[config.mk]
export PLATFORM = sky130hd
export DESIGN_NAME = pixel_dispatcher
export DESIGN_NICKNAME = d
export VERILOG_FILES = /design/src/rtl/pixel_pkg.sv /design/src/rtl/rr_arbiter.sv /design/src/rtl/pixel_dispatcher.sv
export SDC_FILE = /design/constraint.sdc
export NUM_CORES = 1
export LEC_CHECK = 0
export CAP_MARGIN = 20
export CORE_ASPECT_RATIO = 1.2
export CORE_MARGIN = 3
export CORE_UTILIZATION = 35
export CTS_BUF_LIST = sky130_fd_sc_hd__clkbuf_4 sky130_fd_sc_hd__clkbuf_8
export DETAILED_ROUTE_END_ITERATION = 12
export GPL_TIMING_DRIVEN = 0
export MAX_ROUTING_LAYER = met4
export SYNTH_ARGS = -nofsm -noshare
export SYNTH_HDL_FRONTEND = slang
export SYNTH_SLANG_ARGS = --single-unit
[constraint.sdc]
create_clock -name clk -period 10.08 [get_ports clk]
set_input_delay 2.016 -clock clk [delete_from_list [all_inputs] [get_ports clk]]
set_output_delay 2.016 -clock clk [all_outputs]
set_load 0.05 [all_outputs]
[src/rtl/pixel_pkg.sv]
// Shared types and default constants for the pixel dispatcher slice.
package pixel_pkg;

  // Dispatcher control states.
  typedef enum logic [1:0] {
    IDLE  = 2'd0,
    RUN   = 2'd1,
    DRAIN = 2'd2
  } state_e;

  // Default screen geometry and sizing.
  localparam int DEFAULT_SCREEN_WIDTH     = 640;
  localparam int DEFAULT_SCREEN_HEIGHT    = 480;
  localparam int DEFAULT_PIXEL_DATA_WIDTH = 10;
  localparam int DEFAULT_NUM_ENGINES      = 8;
  localparam int DEFAULT_FRAME_CNT_WIDTH  = 16;

  // Width of an engine index; a single engine still gets a 1-bit index.
  function automatic int id_width(input int n);
    return (n > 1) ? $clog2(n) : 1;
  endfunction

endpackage

[src/rtl/rr_arbiter.sv]
// Combinational round-robin arbiter: picks the first requester found
// when searching upward from the pointer, wrapping at NUM_REQ.
module rr_arbiter
  import pixel_pkg::*;
#(
  parameter int NUM_REQ = DEFAULT_NUM_ENGINES,
  parameter int IDX_W   = id_width(NUM_REQ)
) (
  input  logic [NUM_REQ-1:0] req_i,
  input  logic [IDX_W-1:0]   ptr_i,
  output logic               grant_valid_o,
  output logic [IDX_W-1:0]   grant_idx_o
);

  localparam logic [IDX_W:0] LIMIT = (IDX_W+1)'(NUM_REQ);

  logic [IDX_W:0] cand;

  // Walk candidates ptr, ptr+1, ... (mod NUM_REQ) and keep the first requester.
  always_comb begin
    grant_valid_o = 1'b0;
    grant_idx_o   = '0;
    cand          = '0;
    for (int i = 0; i < NUM_REQ; i++) begin
      cand = {1'b0, ptr_i} + (IDX_W+1)'(i);
      if (cand >= LIMIT) begin
        cand = cand - LIMIT;
      end
      if (!grant_valid_o && req_i[cand[IDX_W-1:0]]) begin
        grant_valid_o = 1'b1;
        grant_idx_o   = cand[IDX_W-1:0];
      end
    end
  end

endmodule

[src/rtl/pixel_dispatcher.sv]
// Pixel dispatcher: walks the screen in raster order and hands one pixel
// per cycle to a ready engine chosen round-robin; counts finished frames.
module pixel_dispatcher
  import pixel_pkg::*;
#(
  parameter int PIXEL_DATA_WIDTH = DEFAULT_PIXEL_DATA_WIDTH,
  parameter int SCREEN_WIDTH     = DEFAULT_SCREEN_WIDTH,
  parameter int SCREEN_HEIGHT    = DEFAULT_SCREEN_HEIGHT,
  parameter int NUM_ENGINES      = DEFAULT_NUM_ENGINES,
  parameter int FRAME_CNT_WIDTH  = DEFAULT_FRAME_CNT_WIDTH,
  localparam int ID_W            = id_width(NUM_ENGINES)
) (
  input  logic                        clk,
  input  logic                        reset,
  input  logic                        start,
  input  logic                        continuous,
  input  logic [NUM_ENGINES-1:0]      eng_ready,
  output logic                        assign_valid,
  output logic [ID_W-1:0]             assign_id,
  output logic [PIXEL_DATA_WIDTH-1:0] assign_x,
  output logic [PIXEL_DATA_WIDTH-1:0] assign_y,
  output logic                        busy,
  output logic                        frame_done,
  output logic [FRAME_CNT_WIDTH-1:0]  frame_count
);

  localparam logic [PIXEL_DATA_WIDTH-1:0] X_LAST  = PIXEL_DATA_WIDTH'(SCREEN_WIDTH - 1);
  localparam logic [PIXEL_DATA_WIDTH-1:0] Y_LAST  = PIXEL_DATA_WIDTH'(SCREEN_HEIGHT - 1);
  localparam logic [ID_W-1:0]             ID_LAST = ID_W'(NUM_ENGINES - 1);

  // Reject geometries the coordinate width cannot represent.
  if (longint'(SCREEN_WIDTH) > (longint'(1) << PIXEL_DATA_WIDTH)) begin : g_width_check
    $error("pixel_dispatcher: SCREEN_WIDTH exceeds 2**PIXEL_DATA_WIDTH");
  end
  if (longint'(SCREEN_HEIGHT) > (longint'(1) << PIXEL_DATA_WIDTH)) begin : g_height_check
    $error("pixel_dispatcher: SCREEN_HEIGHT exceeds 2**PIXEL_DATA_WIDTH");
  end
  if (NUM_ENGINES < 1 || NUM_ENGINES > 32) begin : g_engine_check
    $error("pixel_dispatcher: NUM_ENGINES must be within 1..32");
  end
  if (SCREEN_WIDTH < 1 || SCREEN_HEIGHT < 1) begin : g_screen_check
    $error("pixel_dispatcher: screen dimensions must be positive");
  end

  state_e                      state_q, state_d;
  logic [PIXEL_DATA_WIDTH-1:0] cx_q, cx_d;
  logic [PIXEL_DATA_WIDTH-1:0] cy_q, cy_d;
  logic [ID_W-1:0]             ptr_q, ptr_d;

  logic                        assign_valid_q;
  logic [ID_W-1:0]             assign_id_q;
  logic [PIXEL_DATA_WIDTH-1:0] assign_x_q;
  logic [PIXEL_DATA_WIDTH-1:0] assign_y_q;
  logic                        frame_done_q;
  logic [FRAME_CNT_WIDTH-1:0]  frame_count_q;

  logic [NUM_ENGINES-1:0]      recent_mask;
  logic [NUM_ENGINES-1:0]      arb_req;
  logic                        gnt_valid;
  logic [ID_W-1:0]             gnt_idx;
  logic                        issue;
  logic                        frame_end;

  // Engine whose assign is on the outputs right now still shows ready; hide it.
  always_comb begin
    recent_mask = '0;
    if (assign_valid_q) begin
      recent_mask = NUM_ENGINES'(1) << assign_id_q;
    end
    arb_req = '0;
    if (state_q == RUN) begin
      arb_req = eng_ready & ~recent_mask;
    end
  end

  rr_arbiter #(
    .NUM_REQ (NUM_ENGINES),
    .IDX_W   (ID_W)
  ) u_rr_arbiter (
    .req_i         (arb_req),
    .ptr_i         (ptr_q),
    .grant_valid_o (gnt_valid),
    .grant_idx_o   (gnt_idx)
  );

  // Next-state logic: frame sequencing, raster cursor and arbitration pointer.
  always_comb begin
    state_d   = state_q;
    cx_d      = cx_q;
    cy_d      = cy_q;
    ptr_d     = ptr_q;
    issue     = 1'b0;
    frame_end = 1'b0;
    case (state_q)
      IDLE: begin
        if (start) begin
          state_d = RUN;
          cx_d    = '0;
          cy_d    = '0;
        end
      end
      RUN: begin
        if (gnt_valid) begin
          issue = 1'b1;
          ptr_d = (gnt_idx == ID_LAST) ? '0 : gnt_idx + 1'b1;
          if (cx_q == X_LAST) begin
            cx_d = '0;
            if (cy_q == Y_LAST) begin
              cy_d    = '0;
              state_d = DRAIN;
            end else begin
              cy_d = cy_q + 1'b1;
            end
          end else begin
            cx_d = cx_q + 1'b1;
          end
        end
      end
      DRAIN: begin
        if (&eng_ready) begin
          frame_end = 1'b1;
          cx_d      = '0;
          cy_d      = '0;
          state_d   = continuous ? RUN : IDLE;
        end
      end
      default: begin
        state_d = IDLE;
        cx_d    = '0;
        cy_d    = '0;
      end
    endcase
  end

  // Control state, cursor and round-robin pointer registers.
  always_ff @(posedge clk or negedge reset) begin
    if (!reset) begin
      state_q <= IDLE;
      cx_q    <= '0;
      cy_q    <= '0;
      ptr_q   <= '0;
    end else begin
      state_q <= state_d;
      cx_q    <= cx_d;
      cy_q    <= cy_d;
      ptr_q   <= ptr_d;
    end
  end

  // Registered assign outputs; payload is only reloaded on an actual grant.
  always_ff @(posedge clk or negedge reset) begin
    if (!reset) begin
      assign_valid_q <= 1'b0;
      assign_id_q    <= '0;
      assign_x_q     <= '0;
      assign_y_q     <= '0;
    end else begin
      assign_valid_q <= issue;
      if (issue) begin
        assign_id_q <= gnt_idx;
        assign_x_q  <= cx_q;
        assign_y_q  <= cy_q;
      end
    end
  end

  // Frame completion pulse and wrapping frame counter, updated together.
  always_ff @(posedge clk or negedge reset) begin
    if (!reset) begin
      frame_done_q  <= 1'b0;
      frame_count_q <= '0;
    end else begin
      frame_done_q <= frame_end;
      if (frame_end) begin
        frame_count_q <= frame_count_q + 1'b1;
      end
    end
  end

  assign assign_valid = assign_valid_q;
  assign assign_id    = assign_id_q;
  assign assign_x     = assign_x_q;
  assign assign_y     = assign_y_q;
  assign busy         = (state_q != IDLE);
  assign frame_done   = frame_done_q;
  assign frame_count  = frame_count_q;

endmodule

After elaboration in Yosys (flattened, before gate mapping)
Index checks and enable logic that the tools add are counted.
{"block": "word_totals", "ff_bits": 66, "input_bits": 12, "wordCells": 142}
{"block": "op_classes", "addsub": 19, "n_lt_le_gt_ge": 16, "n_eq_ne": 10, "shift": 1, "muxes": 63, "bitwise_logic": 2, "n_reduce_logical": 21}
{"op": "2-to-1 mux 10 bit", "count": 7}
{"op": "case mux 10 bit (3 select lines)", "count": 2}
{"op": "2-to-1 mux 3 bit", "count": 17}
{"op": "< comparator 3 x 4 -> 1 bit (second input constant)", "count": 8}
{"op": ">= comparator 4 bit (second input constant)", "count": 7}
{"op": "binary-select mux 1 bit (select 3 bit)", "count": 8}
{"op": "subtractor 3 x 1 -> 3 bit (second input constant)", "count": 8}
{"op": "2-to-1 mux 1 bit", "count": 21}
{"op": "adder 10 x 1 -> 10 bit (second input constant)", "count": 2}
{"op": "adder 16 x 1 -> 16 bit (second input constant)", "count": 1}
{"op": "adder 3 x 3 -> 4 bit (second input constant)", "count": 4}
{"op": "2-to-1 mux 8 bit", "count": 2}
{"op": "equality test 10 bit (second input constant)", "count": 1}
{"op": "equality test 10 x 9 -> 1 bit (second input constant)", "count": 1}
{"op": "2-to-1 mux 2 bit", "count": 5}
{"op": "adder 3 x 2 -> 4 bit (second input constant)", "count": 2}
{"op": "AND 8 bit", "count": 1}
{"op": "inverter 8 bit", "count": 1}
{"op": "AND reduction 8 bit", "count": 1}
{"op": "left shift 1 x 3 -> 8 bit (first input constant)", "count": 1}
{"op": "logical AND 1 bit", "count": 7}
{"op": "logical NOT 1 bit", "count": 7}
{"op": "inequality test 2 bit (second input constant)", "count": 3}
{"op": "case mux 2 bit (3 select lines)", "count": 1}
{"op": "other kinds (13)", "count": 14}

Depth between registers and ports, before layout
{"block": "depth", "depth_word": 31, "mapped_depth": 15, "depth_no_buf": 13}

Hierarchy
Synthesis repeated with hierarchy kept, for this count alone.
{"block": "unflattened", "cells_unflattened": 431, "area_unflattened_um2": 4088.9}
{"mod": "pixel_dispatcher", "n_inst": 1, "cells_each": 331, "area_per_inst_um2": 3275.6, "seq_area_each_um2": 1651.6}
{"mod": "rr_arbiter", "n_inst": 1, "cells_each": 100, "area_per_inst_um2": 813.3, "seq_area_each_um2": 0.0}

Worst setup path after synthesis
No wires, ideal clock.
{"block": "synth_timing", "path_type": "input to register", "from": "input port eng_ready[4]", "to": "register ptr_q[0]", "t_arrival_ns": 4.357, "required_ns": 9.959, "path_slack_ns": 5.602, "path_stages": 11, "path_buffers": 0, "path_cell_list": "nor2b_1 a32o_2 a22oi_1 mux2i_1 nor4b_4 nand2_1 or4_4 nand2_1 ha_1 a21boi_0 and4b_1"}
{"block": "synth_via", "elab_chain_len": 28, "word_cells_on_any_way": 52, "classes_between": "1 x add/sub; 1 x eq/ne; 34 x mux; 1 x bitwise; 15 x reduce/logical"}
{"element": "start: declaration", "line": "pixel_dispatcher.sv:17", "source": "input logic [NUM_ENGINES-1:0] eng_ready,"}
{"element": "AND 8 bit *", "line": "pixel_dispatcher.sv:72", "source": "arb_req = eng_ready & ~recent_mask;"}
{"element": "2-to-1 mux 8 bit *", "line": "pixel_dispatcher.sv:71", "source": "if (state_q == RUN) begin"}
{"element": "binary-select mux 1 bit (select 3 bit)", "line": "rr_arbiter.sv:29", "source": "if (!grant_valid_o && req_i[cand[IDX_W-1:0]]) begin"}
{"element": "2-to-1 mux 1 bit (not written as such)", "line": "rr_arbiter.sv:29"}
{"element": "2-to-1 mux 1 bit", "line": "rr_arbiter.sv:29"}
{"element": "logical NOT 1 bit", "line": "rr_arbiter.sv:29"}
{"element": "logical AND 1 bit", "line": "rr_arbiter.sv:29"}
{"element": "2-to-1 mux 1 bit", "line": "rr_arbiter.sv:29"}
{"element": "[13 not listed]"}
{"element": "logical AND 1 bit", "line": "rr_arbiter.sv:29"}
{"element": "2-to-1 mux 1 bit", "line": "rr_arbiter.sv:29"}
{"element": "logical NOT 1 bit", "line": "rr_arbiter.sv:29"}
{"element": "logical AND 1 bit", "line": "rr_arbiter.sv:29"}
{"element": "2-to-1 mux 3 bit *", "line": "rr_arbiter.sv:29"}
{"element": "via gnt_idx[0]", "line": "pixel_dispatcher.sv:60", "source": "logic [ID_W-1:0] gnt_idx;"}
{"element": "adder 3 x 1 -> 3 bit or equality test 3 bit (tied branches)", "line": "pixel_dispatcher.sv:105", "source": "ptr_d = (gnt_idx == ID_LAST) ? '0 : gnt_idx + 1'b1;"}
{"element": "2-to-1 mux 3 bit *", "line": "pixel_dispatcher.sv:105"}
{"element": "end signal: assignment", "line": "pixel_dispatcher.sv:146", "source": "ptr_q <= ptr_d;"}
{"element": "end: declaration", "line": "pixel_dispatcher.sv:48", "source": "logic [ID_W-1:0] ptr_q, ptr_d;"}
The timed path passes the listed nets; every way through them passes the cells marked *. The select of a mux whose other input is x is not followed.
A chain may end at the register's enable or synchronous reset.

Final worst setup path
{"block": "layout_timing", "from": "input port eng_ready[0]", "to": "register ptr_q[0]"}
{"block": "layout_via", "elab_chain_len": 28, "word_cells_on_any_way": 52, "classes_between": "1 x add/sub; 1 x eq/ne; 34 x mux; 1 x bitwise; 15 x reduce/logical"}
{"element": "AND 8 bit *", "line": "pixel_dispatcher.sv:72"}
{"element": "2-to-1 mux 8 bit *", "line": "pixel_dispatcher.sv:71"}
{"element": "binary-select mux 1 bit (select 3 bit)", "line": "rr_arbiter.sv:29"}
{"element": "2-to-1 mux 1 bit (not written as such)", "line": "rr_arbiter.sv:29"}
{"element": "2-to-1 mux 1 bit", "line": "rr_arbiter.sv:29"}
{"element": "logical NOT 1 bit", "line": "rr_arbiter.sv:29"}
{"element": "logical AND 1 bit", "line": "rr_arbiter.sv:29"}
{"element": "2-to-1 mux 1 bit", "line": "rr_arbiter.sv:29"}
{"element": "[13 not listed]"}
{"element": "logical AND 1 bit", "line": "rr_arbiter.sv:29"}
{"element": "2-to-1 mux 1 bit", "line": "rr_arbiter.sv:29"}
{"element": "logical NOT 1 bit", "line": "rr_arbiter.sv:29"}
{"element": "logical AND 1 bit", "line": "rr_arbiter.sv:29"}
{"element": "2-to-1 mux 3 bit *", "line": "rr_arbiter.sv:29"}
{"element": "via gnt_idx[1]", "line": "pixel_dispatcher.sv:60"}
{"element": "equality test 3 bit *", "line": "pixel_dispatcher.sv:105"}
{"element": "2-to-1 mux 3 bit *", "line": "pixel_dispatcher.sv:105"}
Marks and branches as above.

==> impl_results.md <==
- Run status: finished, final reports clean
- Skew final: between 10 and 15 ps
- Number of storage elements in the synthesis netlist: 66
- Final nets: roughly 570
- Post-route core utilization: between 40 and 50%
- Top cells by area in the synthesized netlist: dfrtp_1, nand2_1, o21ai_0
- Arrival time worst endpoint: about 5700 ps
- Sink count of the clock tree: 66
- VDD IR-drop max: ~0.21 mV
- Type of element launching the critical path: input port
- Count of pins on the block boundary: 54
- Setup repair after global routing missed its margin: false
- Worst-case headroom to the max-slew limit: about 44%
- Initial antenna violation count: 0
- Die area: roughly 0.013 mm²
- Class of the tightest hold or removal check: reg -> reg
- Routability-driven placement congestion ratio: between 0.9 and 1
- FP Rows: 43
- Overall track demand over capacity in global routing: about a fifth
- FILL cells: approximately 1.2k
- Total grt overflow: 0
- Primary FF master, synth: dfrtp_1
- Detail-routed via count per cell: about 5.5
- Total number of H-tree levels: 3
- Number of global-route vias before repair: ~4k
- Post-CTS setup buffer count: 0
- Most frequent standard cell in the layout excluding fill and tap cells: nand2_1
- Pin count of the biggest net entering global routing: 67
- Final-report max-slew violation count: 0
- Residual DRC: 0
- Leading cell types in the layout, fill and taps excluded: nand2_1, dfrtp_1, clkdlybuf4s50_1
- Layout overhead on the synthesized area: 22.60%
- Leakage power: 2.216 nW
- Total number of vias: just under 4k
- Antenna Violating Nets Remaining: 0
- Vertical extent of the die: ~130 µm
- Total count of hold-check failures in the final report: 0
- Insertion delay to the later sink of the worst-skew pair: 350 ps
- Finish-stage setup viols: 0
- Proportion of layout cells with a drive suffix above 1: 8.813%
- Core outline area: about 0.012 mm²
- Number of buffers inserted during clock tree synthesis: 9
- Share of synthesized area occupied by flip-flops and latches: between 30 and 40%
- Synthesized area divided by synthesized cell count: 8.627 µm²
- Cell at the root of the clock tree: clkbuf_8
- Worst-Margin Slew: about 840 ps
- TritonCTS clock tree: yes
- Post-Syn Nets: ~510
- Chain of cells forming the critical path: clkdlybuf4s50_1, inv_1, o32ai_1, mux2i_1, a2111oi_2, mux2_2, o211a_1, o221ai_1, ha_1, a21boi_0, and4b_1
- Detailed Routing Iterations Pass 1: 4
- Crit path kind: in -> reg
- Kind of end point of the critical path: flip-flop
- Critical path fanouts, max: 5
- Max Clock Freq: ~180 MHz
- Antenna fix cells: 0
- Hold-fix buffers at CTS: 0
- Top cell type's share of synthesized area: about two fifths
- Dpl hpwl: between 9 and 10 mm
- Minimum clock period after layout: 5473 ps
- Crit-path slowest cell: clkdlybuf4s50_1
- Unique cell type count in the Yosys netlist: 73
- Maximum cell stage delay along the critical path: ~600 ps
- Routed wire length: between 10 and 15 mm
- WP data required: approximately 10000 ps
- Clock input transition at the sequential cells of the worst setup and hold paths: roughly 70 ps
- Port Buffer Count: between 50 and 60
- Period utilization: 54.30%
- Ratio of total power to cell area: approximately 330 mW/mm²
- Yosys warning count: 0
- PostCTS Resize Cnt: 0
- Maxcap violations: 0
- X dimension of the die: 106.0 µm
- Routed len/inst: approximately 17 µm
- Number of buffers and inverters on the critical path: 2
- Cell type group with the largest total delay on the critical path: compound AO/OA/AOI/OAI gates
- Worst slack on hold paths: between 400 and 500 ps
- Count of flip-flops with a built-in enable after synthesis: 0
- Initial drt markers: 239
- Wire length of the first global-routing pass: 20.28 mm
- Number of standard cells after synthesis: ~500
- Starting Density: between 30% and 40%
- Fraction of registers with async set/reset: 100.0%
- Cell area after synthesis: 0.004202 mm²
- Total Negative Setup Slacks: 0 ps
- Dominant cell type by area after synthesis: dfrtp_1
- CTS max path bufs: 2
## power breakdown
group          leakage [nW]  total (mW)  switching (mW)  internal [mW]
clock network         0.117       0.251           0.104          0.146
registers             0.830       0.376          0.0491          0.327
logic                  1.27        1.09           0.683          0.404
## area by class of cell
| class | instances | area (µm²) | share of cell area, % |
|---|---|---|---|
| Buffer | 25 | 112.6 | 2.186 |
| Clock buffer | 10 | 137.6 | 2.672 |
| Clock inverter | 6 | 87.58 | 1.700 |
| Inverter | 13 | 48.80 | 0.9473 |
| Multi-Input combinational cell | 383 | 2389 | 46.37 |
| Sequential cell | 66 | 1652 | 32.06 |
| Tap cell | 157 | 196.4 | 3.813 |
| Timing Repair Buffer | 53 | 528.0 | 10.25 |
## flip-flops by register name, summed over array words and instances (netlist names), 2 cells and up
signal	flops
assign_id	3
cy_q	10
assign_x	10
assign_y	10
cx_q	10
ptr_q	3
state_q	2
frame_count	16
## metal layers
metal,vias up,track usage (%),part of all wire [%]
li1,1894,-,-
met1,1936,23.95,45
met2,101,31.31,50
met3,18,3.485,3.4
met4,0,6.479,1.7
met5,-,-,0
## path summary, 6_finish.rpt
kind                                to  slack [ps]  cells past startpoint         start
max                           ptr_q[0]        4610                     11  eng_ready[0]
min                        assign_y[8]         470                      2   assign_y[8]
max reg2reg                   ptr_q[0]        5650                     14      ptr_q[0]
min reg2reg                assign_y[8]         470                      2   assign_y[8]
max in group asynchronous      cy_q[2]        7750                      1         reset
min in group asynchronous  assign_x[3]        1760                      1         reset
## cell usage after synthesis, drive strengths merged (6+ instances only)
master    n
a31oi     8
and2      6
and3     12
buf      10
clkbuf   15
dfrtp    66
ha        6
inv      13
nand2   113
nand2b   10
nand3    25
nand4     6
nor2     30
nor2b     7
nor3     10
o21ai    31
o32ai     6
xnor2    14
xor2      6
## cells by family after synthesis
group | share of synthesized area (%)
AO/OA/AOI/OAI | 17.75
XOR/XNOR | 4.169
adder cells (fa/ha/maj) | 1.787
buffers and inverters | 3.841
flip-flops | 39.31
multiplexers | 4.437
AND/OR/NAND/NOR | 28.71
## per-stage QoR
stage / cells / area [µm²] / setup WS [ps] / total power, mW
3_5_place_dp: 697 / 4926 / 4276 / 1.448
6_report: 713 / 5151 / 4607 / 1.714
4_1_cts: 713 / 5151 / 4631 / 1.709
2_1_floorplan: 487 / 4202 / 5602 / 1.154
3_3_place_gp: 697 / 4928 / 4329 / 1.433
5_1_grt: 713 / 5151 / 4385 / 1.843
## worst reg2reg max path, stage by stage (launching register included)
cell and delay, ps:
dfrtp_1 380, buf_2 190, inv_1 150, buf_2 290, ha_1 270, xor2_1 570
mux4_2 460, o211ai_2 240, nor4b_4 370, nand2_1 140, or4_4 580, nand2_1 90
ha_1 150, a21boi_0 230, and4b_1 220
No activity file was read; power rests on OpenSTA's default activity.
